**config.mk**
```make
export PLATFORM = sky130hd
export DESIGN_NAME = chan_switch_seq_flat
export DESIGN_NICKNAME = d
export VERILOG_FILES = /design/src/rtl/chan_switch_seq_pkg.sv /design/src/rtl/chan_switch_seq_if.sv /design/src/rtl/chan_switch_cnt.sv /design/src/rtl/chan_switch_seq.sv /design/src/flat_wrapper.sv
export SDC_FILE = /design/constraint.sdc
export NUM_CORES = 1
export LEC_CHECK = 0
export CAP_MARGIN = 20
export CORE_MARGIN = 4
export CORE_UTILIZATION = 55
export DETAILED_ROUTE_END_ITERATION = 10
export PLACE_DENSITY_LB_ADDON = 0.2
export SETUP_SLACK_MARGIN = 0.02
export SYNTH_ARGS = -nofsm -noshare
export SYNTH_HDL_FRONTEND = slang
export SYNTH_HIERARCHICAL = 1
export SYNTH_SLANG_ARGS = --single-unit
```
**constraint.sdc**
```tcl
create_clock -name clk_sys -period 3.9 [get_ports clk_sys]
set_clock_uncertainty 0.2 [all_clocks]
set_input_delay 0.78 -clock clk_sys [delete_from_list [all_inputs] [get_ports clk_sys]]
set_output_delay 0.78 -clock clk_sys [all_outputs]
set_load 0.01 [all_outputs]
```
**src/rtl/chan_switch_seq_pkg.sv**
```systemverilog
// Shared definitions for the channel switch sequencer.
//   state_t     : sequencer state encoding
//   CH1..CH3    : channel codes carried on `change` and `sel_req`
//   CH_ILLEGAL  : request code that is always rejected
//   onehot()    : channel code -> chan_en pattern (bit0 = ch1)
package chan_switch_seq_pkg;

  typedef enum logic [1:0] {
    RUN    = 2'd0,
    DRAIN  = 2'd1,
    GUARD  = 2'd2,
    COMMIT = 2'd3
  } state_t;

  localparam logic [1:0] CH1        = 2'b00;
  localparam logic [1:0] CH2        = 2'b01;
  localparam logic [1:0] CH3        = 2'b10;
  localparam logic [1:0] CH_ILLEGAL = 2'b11;

  // The illegal code maps to "nothing enabled" so it can never light an enable.
  function automatic logic [2:0] onehot(input logic [1:0] code);
    logic [2:0] en;
    case (code)
      CH1:     en = 3'b001;
      CH2:     en = 3'b010;
      CH3:     en = 3'b100;
      default: en = 3'b000;
    endcase
    return en;
  endfunction

endpackage

```
**src/rtl/chan_switch_seq_if.sv**
```systemverilog
// Control/handshake bundle between the host side and the channel switch
// sequencer.
//   master : host / channel side (drives requests, busy, start_in, flag_clr)
//   slave  : sequencer side (drives ack/err, start pulses, select, enables, flags)
interface chan_switch_seq_if;

  logic [1:0] sel_req;
  logic       sel_valid;
  logic       sel_ack;
  logic       sel_err;
  logic       busy1;
  logic       busy2;
  logic       busy3;
  logic       start_in;
  logic       start1;
  logic       start2;
  logic       start3;
  logic [1:0] change;
  logic [2:0] chan_en;
  logic       switching;
  logic       timeout_flag;
  logic       drop_flag;
  logic       flag_clr;

  modport master (
    output sel_req, sel_valid, busy1, busy2, busy3, start_in, flag_clr,
    input  sel_ack, sel_err, start1, start2, start3, change, chan_en,
           switching, timeout_flag, drop_flag
  );

  modport slave (
    input  sel_req, sel_valid, busy1, busy2, busy3, start_in, flag_clr,
    output sel_ack, sel_err, start1, start2, start3, change, chan_en,
           switching, timeout_flag, drop_flag
  );

endinterface

```
**src/rtl/chan_switch_cnt.sv**
```systemverilog
// Saturating up-counter with synchronous clear and a terminal-count compare.
// Shared by the drain timeout and the guard interval.
//   clk_sys : clock
//   rst_n   : synchronous reset, active-low
//   clr     : load zero (wins over en)
//   en      : count up by one, holding at all-ones
//   tc_val  : terminal value to compare against
//   cnt     : current count
//   tc      : cnt == tc_val
module chan_switch_cnt #(
  parameter int CNT_W = 13
) (
  input  logic             clk_sys,
  input  logic             rst_n,
  input  logic             clr,
  input  logic             en,
  input  logic [CNT_W-1:0] tc_val,
  output logic [CNT_W-1:0] cnt,
  output logic             tc
);

  always_ff @(posedge clk_sys) begin
    if (!rst_n) begin
      cnt <= '0;
    end else if (clr) begin
      cnt <= '0;
    end else if (en && (cnt != '1)) begin
      cnt <= cnt + 1'b1;
    end
  end

  assign tc = (cnt == tc_val);

endmodule

```
**src/rtl/chan_switch_seq.sv**
```systemverilog
// Channel switch sequencer: moves the active acquisition channel between
// ch1/ch2/ch3 so that the old channel drains, a dead-time with all enables
// low follows, the mux select settles, and only then the new enable rises.
// Host start pulses are forwarded to the active channel only.
//   clk_sys : system clock
//   rst_n   : synchronous reset, active-low
//   bus     : chan_switch_seq_if.slave (request/ack, busy, starts, select,
//             enables, sticky flags)
//
// state  | meaning
// RUN    | active channel enabled, requests and starts accepted
// DRAIN  | all enables low, waiting for old channel busy to fall (bounded)
// GUARD  | dead-time with all enables low; select moves on the last cycle
// COMMIT | select already stable, raise the new enable and acknowledge
module chan_switch_seq
  import chan_switch_seq_pkg::*;
#(
  parameter int GUARD_CYC   = 16,
  parameter int TIMEOUT_CYC = 4096,
  parameter int CNT_W       = 13
) (
  input logic              clk_sys,
  input logic              rst_n,
  chan_switch_seq_if.slave bus
);

  localparam logic [CNT_W-1:0] GUARD_TC   = CNT_W'(GUARD_CYC - 1);
  localparam logic [CNT_W-1:0] TIMEOUT_TC = CNT_W'(TIMEOUT_CYC - 1);

  state_t     state;
  logic [1:0] target;
  logic [1:0] change_q;
  logic [2:0] chan_en_q;
  logic [2:0] start_q;
  logic       ack_q;
  logic       err_q;
  logic       switching_q;
  logic       timeout_q;
  logic       drop_q;

  logic             busy_old;
  logic             cnt_clr;
  logic             cnt_en;
  logic [CNT_W-1:0] cnt_tc_val;
  logic [CNT_W-1:0] cnt_val;
  logic             cnt_tc;

  // change never holds the illegal code, so default covers ch3 only.
  always_comb begin
    case (change_q)
      CH1:     busy_old = bus.busy1;
      CH2:     busy_old = bus.busy2;
      default: busy_old = bus.busy3;
    endcase
  end

  // The counter is cleared on every state exit so each phase starts at zero.
  always_comb begin
    cnt_clr    = 1'b1;
    cnt_en     = 1'b0;
    cnt_tc_val = GUARD_TC;
    case (state)
      DRAIN: begin
        cnt_tc_val = TIMEOUT_TC;
        if (busy_old && !cnt_tc) begin
          cnt_clr = 1'b0;
          cnt_en  = 1'b1;
        end
      end
      GUARD: begin
        cnt_tc_val = GUARD_TC;
        if (!cnt_tc) begin
          cnt_clr = 1'b0;
          cnt_en  = 1'b1;
        end
      end
      default: begin
        cnt_clr = 1'b1;
      end
    endcase
  end

  chan_switch_cnt #(
    .CNT_W (CNT_W)
  ) u_cnt (
    .clk_sys (clk_sys),
    .rst_n   (rst_n),
    .clr     (cnt_clr),
    .en      (cnt_en),
    .tc_val  (cnt_tc_val),
    .cnt     (cnt_val),
    .tc      (cnt_tc)
  );

  always_ff @(posedge clk_sys) begin
    if (!rst_n) begin
      state       <= RUN;
      target      <= CH1;
      change_q    <= CH1;
      chan_en_q   <= 3'b001;
      start_q     <= 3'b000;
      ack_q       <= 1'b0;
      err_q       <= 1'b0;
      switching_q <= 1'b0;
      timeout_q   <= 1'b0;
      drop_q      <= 1'b0;
    end else begin
      ack_q   <= 1'b0;
      err_q   <= 1'b0;
      start_q <= 3'b000;

      if (bus.flag_clr) begin
        timeout_q <= 1'b0;
        drop_q    <= 1'b0;
      end

      case (state)
        RUN: begin
          // A start issued with a switching request still goes to the old channel.
          if (bus.start_in) start_q <= onehot(change_q);
          if (bus.sel_valid) begin
            if (bus.sel_req == CH_ILLEGAL) begin
              err_q <= 1'b1;
            end else if (bus.sel_req == change_q) begin
              ack_q <= 1'b1;
            end else begin
              target      <= bus.sel_req;
              chan_en_q   <= 3'b000;
              switching_q <= 1'b1;
              state       <= DRAIN;
            end
          end
        end
        DRAIN: begin
          if (!busy_old) begin
            state <= GUARD;
          end else if (cnt_tc) begin
            timeout_q <= 1'b1;
            state     <= GUARD;
          end
        end
        GUARD: begin
          if (cnt_tc) begin
            change_q <= target;
            state    <= COMMIT;
          end
        end
        COMMIT: begin
          chan_en_q   <= onehot(target);
          ack_q       <= 1'b1;
          switching_q <= 1'b0;
          state       <= RUN;
        end
        default: state <= RUN;
      endcase

      // Set after clear so a coinciding set event wins.
      if ((state != RUN) && bus.start_in) drop_q <= 1'b1;
    end
  end

  assign bus.sel_ack      = ack_q;
  assign bus.sel_err      = err_q;
  assign bus.start1       = start_q[0];
  assign bus.start2       = start_q[1];
  assign bus.start3       = start_q[2];
  assign bus.change       = change_q;
  assign bus.chan_en      = chan_en_q;
  assign bus.switching    = switching_q;
  assign bus.timeout_flag = timeout_q;
  assign bus.drop_flag    = drop_q;

endmodule

```
**src/flat_wrapper.sv**
```systemverilog
// flat-port wrapper written by rule: the top's interface ports become plain ports
module chan_switch_seq_flat import chan_switch_seq_pkg::*;
#(
  parameter int GUARD_CYC   = 16,
  parameter int TIMEOUT_CYC = 4096,
  parameter int CNT_W       = 13
)
  (clk_sys, rst_n, bus_sel_req, bus_sel_valid, bus_busy1, bus_busy2, bus_busy3, bus_start_in, bus_flag_clr, bus_sel_ack, bus_sel_err, bus_start1, bus_start2, bus_start3, bus_change, bus_chan_en, bus_switching, bus_timeout_flag, bus_drop_flag);
  chan_switch_seq_if bus_i ();
  input logic clk_sys;
  input logic rst_n;
  input wire logic [$bits(bus_i.sel_req)-1:0] bus_sel_req;
  input wire logic [$bits(bus_i.sel_valid)-1:0] bus_sel_valid;
  input wire logic [$bits(bus_i.busy1)-1:0] bus_busy1;
  input wire logic [$bits(bus_i.busy2)-1:0] bus_busy2;
  input wire logic [$bits(bus_i.busy3)-1:0] bus_busy3;
  input wire logic [$bits(bus_i.start_in)-1:0] bus_start_in;
  input wire logic [$bits(bus_i.flag_clr)-1:0] bus_flag_clr;
  output wire logic [$bits(bus_i.sel_ack)-1:0] bus_sel_ack;
  output wire logic [$bits(bus_i.sel_err)-1:0] bus_sel_err;
  output wire logic [$bits(bus_i.start1)-1:0] bus_start1;
  output wire logic [$bits(bus_i.start2)-1:0] bus_start2;
  output wire logic [$bits(bus_i.start3)-1:0] bus_start3;
  output wire logic [$bits(bus_i.change)-1:0] bus_change;
  output wire logic [$bits(bus_i.chan_en)-1:0] bus_chan_en;
  output wire logic [$bits(bus_i.switching)-1:0] bus_switching;
  output wire logic [$bits(bus_i.timeout_flag)-1:0] bus_timeout_flag;
  output wire logic [$bits(bus_i.drop_flag)-1:0] bus_drop_flag;
  assign bus_i.sel_req = bus_sel_req;
  assign bus_i.sel_valid = bus_sel_valid;
  assign bus_i.busy1 = bus_busy1;
  assign bus_i.busy2 = bus_busy2;
  assign bus_i.busy3 = bus_busy3;
  assign bus_i.start_in = bus_start_in;
  assign bus_i.flag_clr = bus_flag_clr;
  assign bus_sel_ack = bus_i.sel_ack;
  assign bus_sel_err = bus_i.sel_err;
  assign bus_start1 = bus_i.start1;
  assign bus_start2 = bus_i.start2;
  assign bus_start3 = bus_i.start3;
  assign bus_change = bus_i.change;
  assign bus_chan_en = bus_i.chan_en;
  assign bus_switching = bus_i.switching;
  assign bus_timeout_flag = bus_i.timeout_flag;
  assign bus_drop_flag = bus_i.drop_flag;
  chan_switch_seq #(.GUARD_CYC(GUARD_CYC), .TIMEOUT_CYC(TIMEOUT_CYC), .CNT_W(CNT_W)) u_core (.clk_sys(clk_sys), .rst_n(rst_n), .bus(bus_i));
endmodule
```
==> results by group, run 1 <==
Status
  – Status: finished clean

Clock tree
  – TritonCTS Buffers: 5
  – H-Tree Depth: 2
  – Postcts setup bufs: 0
  – TritonCTS clock tree: done
  – Sink Count: 30
  – Clock Path Buffers: 2
  – Root Driver: clkbuf_4
  – Quantity of gates resized following cts: 0
  – Cts hold-fix bufs: 0
  – Skew-Pair Late Insertion Delay: 0.33 ns
  – Clk pin slew, worst setup/hold paths: about 0.10 ns

STA
  – RSZ-0062 raised after global routing: false
  – Clock period minus worst slack: 3.52 ns
  – Number of setup violations in the final report: 0
  – Final Max Tran Viols: 0
  – Worst Tran Pin Value: 0.659 ns
  – Period Utilization, post-route: 0.901
  – Slew HR: 0.560
  – F_max: 0.284 GHz
  – Setup TNS after final layout: 0 ns
  – Final Hold Viols: 0
  – Hold Slack: approximately 0.28 ns

Die
  – Rows: 20
  – Core area: 3100 µm²
  – Die Width: 65.2 µm
  – Height of the die: 65.2 µm
  – Initial Util: 0.580
  – IO Pins: 23
  – Die footprint: roughly 4300 µm²

Yosys
  – Main synth FF type: dfxtp_1
  – Largest family of logic cells by synthesized area: simple AND/OR/NAND/NOR gates
  – Register area share after synthesis: 0.334
  – Multiplexer share of the synthesized area: 0.0278
  – Adder-cell share of the synthesized area: 0.0417
  – Ys Warns: 6
  – Syn Std Cell Area: 1800 µm²
  – EDFF count, synth: 0
  – Synthesis-stage register bit count: 30
  – Post-synthesis xor/xnor area fraction: 0.0778
  – Simple-Gate Fraction of Synth Area: 0.240
  – Post-Syn Instances: 192
  – Post-Syn Area per Cell: 9.38 µm²
  – Compound-Gate Fraction of Synth Area: 0.220
  – Synth cell types: 57
  – Async SR Flop Fraction: 0

Route
  – Vias after detailed routing: 1509
  – Routed WL per cell: 15.4 µm
  – Post-DR vias/cell: 5.78
  – DRT Pass-1 Iters: 4
  – Detail Route Antenna Nets: 0
  – DRC Markers: 0
  – Drt total wl: 4010 µm
  – Iter 0 DRT Violations: 137

Final layout
  – Final Util: 0.682
  – Share of cells above drive strength 1: 0.129
  – Design area: 2120 µm²
  – Ant diodes: 0
  – Fin nets: 232
  – Layout area overhead: 17.5%

Setup path
  – Crit. End Element: register
  – Worst r2r dst: u_core/u_cnt/cnt[7]
  – Worst R2R Start: u_core/state[1]
  – Critical path type: register to register
  – Critical Path Source: u_core/state[1]
  – Crit start category: register
  – WP data arrival: ~3.5 ns
  – R2R Setup Slk: around 0.38 ns
  – CP required: 3.91 ns
  – R2r worst-path depth: 14
  – CP max FO: 12
  – CP Capture Point: u_core/u_cnt/cnt[7]

Global routing
  – Overall routing resource usage: 0.210
  – Remaining Overflow, GRT: 0
  – Largest net degree at the start of global routing: 22
  – First-pass GRT wire length: 6930 µm
  – Vias in the first global route: 1457
  – Initial antenna violation count: 0

Placement
  – HPWL after DPL: approximately 2900 µm
  – Placed Area: 2040 µm²
  – Port-buffer cells: 22
  – Gpl congestion: roughly 0.87

Power
  – P_leak: 0.798 nW
  – VDD IR max: 0.327 mV
  – PD cells: 440 nW/µm²

Hold path
  – HP Class: register to register
  – Min-delay src: u_core/bus.chan_en[2]

Run
  – Maxcap violations: 0
==> critical path, cell delays in order (launching register included) <==
cell	delay [ns]
dfxtp_1	0.36
inv_1	0.11
ha_1	0.50
xor2_1	0.13
nor4_1	0.31
nand4_1	0.14
nor4_1	0.31
buf_4	0.20
nor2b_1	0.05
a32o_1	0.26
and2_1	0.26
nand3_1	0.21
nor2_1	0.09
a31oi_1	0.18
a211oi_1	0.07
==> flip-flops by register name (all words and copies together), names as in the netlist, 2 cells and up <==
signal              count
u_core/bus.chan_en      3
u_core/bus.change       2
u_core/u_cnt/cnt       13
u_core/state            2
u_core/target           2
u_core/start_q          3
==> Yosys cell counts (4+ instances only) <==
| master | instances | share of area |
|---|---|---|
| a31oi_1 | 4 | 0.014 |
| buf_4 | 4 | 0.017 |
| mux2i_1 | 5 | 0.028 |
| dfxtp_1 | 30 | 0.33 |
| nand2_1 | 18 | 0.038 |
| xnor2_1 | 8 | 0.039 |
| ha_1 | 6 | 0.042 |
| nand4_1 | 5 | 0.017 |
| o21ai_0 | 4 | 0.011 |
| a21oi_1 | 5 | 0.014 |
| nand3_1 | 8 | 0.022 |
| inv_1 | 10 | 0.021 |
| xor2_1 | 8 | 0.039 |
| nor2_1 | 10 | 0.021 |
| nor2b_1 | 5 | 0.017 |
==> logic make-up (layout without fill, tap and decap cells) <==
group | count (synthesis) | in the layout
adders and majority gates | 6 | 6
DFF | 30 | 30
buffers and inverters | 20 | 42
muxes | 5 | 5
and+or+nand+nor | 70 | 70
AOI/OAI and AO/OA | 43 | 43
xor gates and xnor gates | 16 | 16
other | 2 | 5
==> metal layers <==
| layer | vias to the layer above | track usage | share of wire |
|---|---|---|---|
| met4 | 0 | 0.0596 | 0.0052 |
| met2 | 60 | 0.320 | 0.45 |
| li1 | 731 | - | - |
| met1 | 716 | 0.280 | 0.47 |
| met3 | 2 | 0.0718 | 0.073 |
| met5 | - | 0 | 0 |
==> report_power, final <==
group	total [mW]	leakage (nW)	switching, mW	internal (mW)
Clock	0.233	0.0446	0.110	0.123
Combinational	0.351	0.510	0.197	0.155
Sequential	0.346	0.243	0.0183	0.328
==> layout by cell type (no fill, tap or decap), types with 4 or more instances in the layout <==
master           count
nand4_1              5
nor2b_1              5
nand3_1              8
xor2_1               8
clkdlybuf4s50_1     22
a21oi_1              5
nand2_1             18
inv_1               10
a31oi_1              4
dfxtp_1             30
ha_1                 6
conb_1               5
o21ai_0              4
mux2i_1              5
xnor2_1              8
nor2_1              10
clkbuf_4             5
==> final cells by class <==
cell class	count	area [µm²]
Clock buffer	8	78.8
Fill cell	289	987
Inverter	11	41.3
Multi-Input combinational cell	145	1110
Sequential cell	30	601
Tap cell	44	55.1
Timing Repair Buffer	23	228
==> through the flow <==
stage	power (mW)	setup slack (ns)	std cells
6_report	0.931	0.385	261
5_1_grt	0.991	0.0345	261
3_3_place_gp	0.687	0.665	253
2_1_floorplan	0.619	0.490	195
4_1_cts	0.934	0.473	261
3_5_place_dp	0.701	0.498	253
==> how the worst min path moves through the flow <==
stage,endpoint,slack [ns],depth (start not counted)
detailed placement,u_core/bus.chan_en[2],0.27,2
floorplan,u_core/state[1],0.27,2
finish,u_core/bus.chan_en[2],0.28,2
CTS,u_core/bus.chan_en[2],0.28,2
global placement,u_core/bus.chan_en[1],0.26,2
global route,u_core/bus.chan_en[2],0.31,2
Note: power is estimated with default switching activity, not from simulation.
==> inputs of run 2 (changes only) <==
--- a/config.mk
+++ b/config.mk
@@ -5,10 +5,10 @@
 export SDC_FILE = /design/constraint.sdc
 export NUM_CORES = 1
 export LEC_CHECK = 0
-export CAP_MARGIN = 20
 export CORE_MARGIN = 4
 export CORE_UTILIZATION = 55
 export DETAILED_ROUTE_END_ITERATION = 10
+export GPL_TIMING_DRIVEN = 0
 export PLACE_DENSITY_LB_ADDON = 0.2
 export SETUP_SLACK_MARGIN = 0.02
 export SYNTH_ARGS = -nofsm -noshare
==> run 2 against run 1 <==
Compared with the run above:
- global-route usage down 0.064 points
- power rose by 13%
- clock power rose by 42%
- worst setup slack got worse by 0.073 ns
- count of clock-buffer cells in the layout shrank 2
- critical path depth fell by 1
- maximum frequency shrank 2.0%
- sequential cell count unchanged
- highest routed layer unchanged
==> results by group, run 2 (same netlist as run 1, synthesis figures left out) <==
Clock tree
  – H-Tree Depth: 2 (unchanged)
  – Skew-Pair Late Insertion Delay: 0.33 ns (about the same)
  – Root Driver: clkbuf_4
  – TritonCTS clock tree: done
  – Sink Count: 30 (unchanged)
  – Clock Path Buffers: 2 (unchanged)
  – Postcts setup bufs: 0 (unchanged)
  – Clk pin slew, worst setup/hold paths: 0.11 ns (about the same)
  – TritonCTS Buffers: 5 (unchanged)

Status
  – Status: finished clean

Die
  – Height of the die: 65.2 µm (unchanged)
  – IO Pins: 23 (unchanged)
  – Die footprint: 4250 µm² (unchanged)
  – Die Width: 65.2 µm (unchanged)
  – Core area: 3100 µm² (unchanged)
  – Rows: 20 (unchanged)
  – Initial Util: 0.580 (unchanged)

Final layout
  – Commonest non-fill, non-tap cell in the layout: dfxtp_1
  – Design area: 2210 µm² (+4.3%)
  – Largest register FFs: 13 (unchanged)
  – Final Util: 0.711 (+0.0294)
  – # fillers: 259 (-10%)
  – Layout area overhead: 22.6%
  – Most frequent cells in the layout: 30 x dfxtp_1, 22 x clkdlybuf4s50_1, 18 x nand2_1
  – Share of cells above drive strength 1: 0.156 (+0.0265)
  – Largest Register: u_core/u_cnt/cnt
  – Fin nets: 240 (+3.4%)
  – Ant diodes: 0 (unchanged)
  – Non-filler cells in the finished layout: 269 (+3.1%)

Power
  – Power Internal: 0.711 mW (+17%)
  – Psw: 0.337 mW (+3.7%)
  – PD cells: 475 nW/µm² (+7.9%)
  – Clk pwr share: 0.316 (+0.066)
  – Comb pwr share: 0.354 (-0.024)
  – VDD IR max: 0.250 mV (-24%)
  – P_leak: 0.841 nW (+5.4%)
  – Sw Share: 0.321 (-0.0275)
  – Sequential Power Share: 0.330 (-0.042)

Global routing
  – Overall routing resource usage: 0.209 (-0.000644)
  – First-pass GRT wire length: 6940 µm (+0.20%)
  – Largest net degree at the start of global routing: 13 (-41%)
  – Remaining Overflow, GRT: 0 (unchanged)
  – Vias in the first global route: 1504 (+3.2%)
  – Initial antenna violation count: 0 (unchanged)

Setup path
  – Crit. End Element: register
  – R2R Setup Slk: 0.31 ns (-0.07 ns)
  – CP max FO: 12 (unchanged)
  – Worst R2R Start: u_core/state[1]
  – CP required: 3.90 ns (about the same)
  – Critical Path Source: u_core/state[1]
  – WP data arrival: 3.59 ns (+0.07 ns)
  – Crit start category: register
  – Critical path type: register to register

STA
  – Number of setup violations in the final report: 0 (unchanged)
  – Slew HR: 0.619 (+0.0591)
  – Worst Tran Pin Value: 0.567 ns (-0.0920 ns)
  – RSZ-0062 raised after global routing: false
  – Clock period minus worst slack: 3.59 ns (+0.0730 ns)
  – Period Utilization, post-route: 0.920 (+0.0187)
  – F_max: 0.279 GHz (-2.0%)
  – Final Max Tran Viols: 0 (unchanged)
  – Final Hold Viols: 0 (unchanged)
  – Setup TNS after final layout: 0 ns (unchanged)
  – Hold Slack: 0.286 ns (+0.00989 ns)

Route
  – Post-DR vias/cell: 5.67 (-2.0%)
  – Vias after detailed routing: 1524 (+0.99%)
  – DRC Markers: 0 (unchanged)
  – Routed WL per cell: 15.4 µm (about the same)
  – Detail Route Antenna Nets: 0 (unchanged)
  – DRT Pass-1 Iters: 4 (unchanged)
  – Drt total wl: 4130 µm (+3.0%)
  – Iter 0 DRT Violations: 136 (-0.73%)

Placement
  – Placed Area: 2090 µm² (+2.5%)
  – Port-buffer cells: 22 (unchanged)
  – HPWL after DPL: 3110 µm (+5.8%)
  – Gpl congestion: 0.813 (-6.4%)
  – Post-placement cell count: 261 (+3.2%)

Hold path
  – HP Class: register to register
  – Min-delay src: u_core/bus.timeout_flag

Run
  – Maxcap violations: 0 (unchanged)
-- run 2: metal layers --
layer	part of all wire	GRT usage	vias up
met3	0.070	0.0513	4
met5	0	0	-
met4	0.0073	0.0570	0
met2	0.50	0.354	51
li1	-	-	748
met1	0.43	0.264	721
-- run 2: power groups by stage --
stage,sequential (mW),combinational (mW),clock [mW]
floorplan,0.353,0.265,0
global placement,0.350,0.346,0
detailed placement,0.352,0.362,0
CTS,0.345,0.367,0.334
global route,0.349,0.405,0.353
finish,0.345,0.371,0.331
-- run 2: per-stage QoR --
| step | power, mW | worst slack [ns] |
|---|---|---|
| floorplan | 0.619 | 0.490 |
| global placement | 0.696 | 0.158 |
| detailed placement | 0.715 | -0.0466 |
| CTS | 1.05 | 0.161 |
| global route | 1.11 | 0.0445 |
| finish | 1.05 | 0.312 |
-- run 2: layout make-up --
class	count	area, µm²	share of cell area
plain buffers	9	57.6	0.0261
clock buffers	6	51.3	0.0232
repair buffers	22	220	0.0998
inverters	11	41.3	0.0187
flip-flops and latches	30	601	0.272
well taps	44	55.1	0.0249
multi-input cells	145	1120	0.508
clock inverters	2	60.1	0.0272
-- run 2: path summary, 6_finish.rpt --
| check | to | depth (start not counted) |
|---|---|---|
| max | u_core/u_cnt/cnt[7] | 13 |
| min | u_core/bus.timeout_flag | 2 |
| max reg2reg | u_core/u_cnt/cnt[7] | 13 |
| min reg2reg | u_core/bus.timeout_flag | 2 |
-- run 2: timing repair --
| action | 4_1_cts | 5_1_grt |
|---|---|---|
| setup endpoints to repair | 4 | 8 |
| pin swaps | 0 | 0 |
| gates resized for setup | 1 | 1 |
| hold buffers | 0 | 0 |
-- run 2: worst max-delay path, cell delays in order, from the launching register on --
cell and delay [ns]:
dfxtp_1 0.36, inv_1 0.11, ha_2 0.36, xor2_1 0.14
nor4_1 0.29, nand4_1 0.15, nor4_2 0.57, nor2b_1 0.11
a32o_1 0.29, and2_1 0.28, nand3_1 0.22, nor2_1 0.09
a31oi_1 0.19, a211oi_1 0.08
==> inputs of run 3 (changes only) <==
--- a/config.mk
+++ b/config.mk
@@ -5,12 +5,12 @@
 export SDC_FILE = /design/constraint.sdc
 export NUM_CORES = 1
 export LEC_CHECK = 0
-export CORE_MARGIN = 4
 export CORE_UTILIZATION = 55
 export DETAILED_ROUTE_END_ITERATION = 10
 export GPL_TIMING_DRIVEN = 0
 export PLACE_DENSITY_LB_ADDON = 0.2
 export SETUP_SLACK_MARGIN = 0.02
+export SLEW_MARGIN = 15
 export SYNTH_ARGS = -nofsm -noshare
 export SYNTH_HDL_FRONTEND = slang
 export SYNTH_HIERARCHICAL = 1
==> run 3 against run 2 <==
Compared with the run above:
- routed wire length shrank 8.5%
- via count is 1.0% lower
- critical endpoint unchanged
- critical path type unchanged
- highest routed layer unchanged
- clock power down 40%
- count of clock-buffer cells in the layout is 1 higher
- maximum frequency is 1.6% higher
- register-to-register slack improved by 0.06 ns
==> results by group, run 3 (same netlist as run 1, synthesis figures left out) <==
Status
  – Status: finished clean

Setup path
  – CP top delay family: simple AND/OR/NAND/NOR gates
  – Crit start category: register
  – Largest stage delay, worst path: 0.46 ns (-0.11 ns)
  – Worst-path cell chain: inv_1 > ha_2 > xor2_1 > nor4_1 > nand4_1 > nor4_4 > nor2b_1 > a32o_1 > and2_1 > nand3_1 > nor2_1 > a31oi_1 > a211oi_1
  – CP bufs+invs: 1 (unchanged)
  – Crit. End Element: register
  – Critical Path Slowest Stage Cell: nor4_4
  – Critical path type: register to register
  – CP max FO: 12 (unchanged)
  – WP data arrival: 3.54 ns (-0.05 ns)
  – CP required: 3.91 ns (about the same)

Final layout
  – Largest Register: u_core/u_cnt/cnt
  – Area of the multi-input gates: 1130 µm² (+0.78%)
  – Seq. cell area: 601 µm² (unchanged)
  – # fillers: 252 (-2.7%)
  – Largest register FFs: 13 (unchanged)
  – Layout area overhead: 20.2%
  – Fin nets: 240 (unchanged)
  – Final Util: 0.703 (-0.00804)
  – Commonest non-fill, non-tap cell in the layout: dfxtp_1
  – Ant diodes: 0 (unchanged)
  – Share of cells above drive strength 1: 0.151 (-0.00444)
  – Non-filler cells in the finished layout: 269 (unchanged)
  – Most frequent cells in the layout: 30 x dfxtp_1, 22 x clkdlybuf4s50_1, 18 x nand2_1

Global routing
  – Overall routing resource usage: 0.238 (+0.0289)
  – Largest net degree at the start of global routing: 13 (unchanged)
  – Vias in the first global route: 1307 (-13%)
  – Remaining Overflow, GRT: 0 (unchanged)
  – Initial antenna violation count: 0 (unchanged)
  – First-pass GRT wire length: 6130 µm (-12%)

Clock tree
  – Skew-Pair Late Insertion Delay: 0.34 ns (about the same)
  – Clk pin slew, worst setup/hold paths: 0.09 ns (-0.02 ns)
  – Root Driver: clkbuf_4
  – Postcts setup bufs: 0 (unchanged)
  – Sink Count: 30 (unchanged)
  – TritonCTS clock tree: done
  – H-Tree Depth: 2 (unchanged)
  – Cts hold-fix bufs: 0 (unchanged)
  – TritonCTS Buffers: 5 (unchanged)
  – Clock Path Buffers: 2 (unchanged)

Die
  – Die Width: 59.2 µm (-9.2%)
  – Initial Util: 0.585 (+0.00472)
  – Height of the die: 59.2 µm (-9.2%)
  – Die footprint: 3510 µm² (-18%)
  – Core area: 3080 µm² (-0.81%)
  – Rows: 20 (unchanged)
  – IO Pins: 23 (unchanged)

Placement
  – Gpl congestion: 0.917 (+13%)
  – Port-buffer cells: 22 (unchanged)
  – Post-placement cell count: 261 (unchanged)
  – HPWL after DPL: 2790 µm (-10%)
  – Place WS: -0.0138 ns (+0.0328 ns)

STA
  – Hold Slack: 0.281 ns (-0.00482 ns)
  – Number of setup violations in the final report: 0 (unchanged)
  – Worst setup slack after layout: 0.369 ns (+0.0568 ns)
  – Final Hold Viols: 0 (unchanged)
  – Final Max Tran Viols: 0 (unchanged)
  – Clock period minus worst slack: 3.53 ns (-0.0568 ns)
  – Period Utilization, post-route: 0.905 (-0.0146)
  – F_max: 0.283 GHz (+1.6%)
  – RSZ-0062 raised after global routing: false

Power
  – VDD IR max: 0.393 mV (+57%)
  – Pwr Total: 0.918 mW (-12%)
  – PD cells: 424 nW/µm² (-11%)
  – P_leak: 0.818 nW (-2.7%)

Route
  – Drt total wl: 3780 µm (-8.5%)
  – Routed WL per cell: 14.1 µm (-8.5%)
  – Iter 0 DRT Violations: 94 (-31%)
  – DRC Markers: 0 (unchanged)
  – Detail Route Antenna Nets: 0 (unchanged)
  – DRT Pass-1 Iters: 4 (unchanged)
  – Vias after detailed routing: 1508 (-1.0%)
  – Post-DR vias/cell: 5.61 (-1.0%)

Run
  – Maxcap violations: 0 (unchanged)

Hold path
  – HP Class: register to register
## run 3: tightest hold or removal path, stage by stage, from the launching register on
cell     delay, ns
dfxtp_1       0.32
nand2_1       0.06
o22ai_1       0.06
## run 3: path summary, 6_finish.rpt
path                               from                     to  slack (ns)  depth (start not counted)
setup / recovery        u_core/state[1]    u_core/u_cnt/cnt[7]        0.37                         13
hold / removal    u_core/bus.chan_en[1]  u_core/bus.chan_en[1]        0.28                          2
setup reg to reg        u_core/state[1]    u_core/u_cnt/cnt[7]        0.37                         13
hold reg to reg   u_core/bus.chan_en[1]  u_core/bus.chan_en[1]        0.28                          2
## run 3: final cells by class
cell class                      count  share of cell area
Timing Repair Buffer               22               0.102
Tap cell                           44              0.0254
Inverter                           11              0.0191
Clock buffer                        7              0.0254
Multi-Input combinational cell    145               0.522
Clock inverter                      1             0.00231
Buffer                              9              0.0266
Sequential cell                    30               0.277
## run 3: metrics by stage
| step | TNS, ns | instance area (µm²) |
|---|---|---|
| after floorplan | 0 | 1810 |
| after CTS | 0 | 2150 |
| final | 0 | 2160 |
| after global placement | 0 | 2090 |
| after global routing | 0 | 2160 |
| after detailed placement | -0.0270 | 2090 |
## run 3: what timing repair did
action,in CTS,in global routing
gates resized for setup,1,2
hold endpoints to repair,0,0
cloned,0,0
pin swaps,0,0
setup endpoints to repair,4,8
## run 3: per-layer routing
layer / GRT usage / routed length [µm] / vias up / share of wire
li1: - / - / 748 / -
met3: 0.0546 / 178 / 7 / 0.047
met2: 0.327 / 1720 / 39 / 0.46
met4: 0.119 / 65 / 0 / 0.017
met5: 0 / 0 / - / 0
met1: 0.344 / 1820 / 714 / 0.48
## run 3: power by group
group          switching (mW)  leakage [nW]  internal (mW)
sequential             0.0172         0.243          0.328
combinational           0.211         0.540          0.165
clock                   0.110        0.0353         0.0872
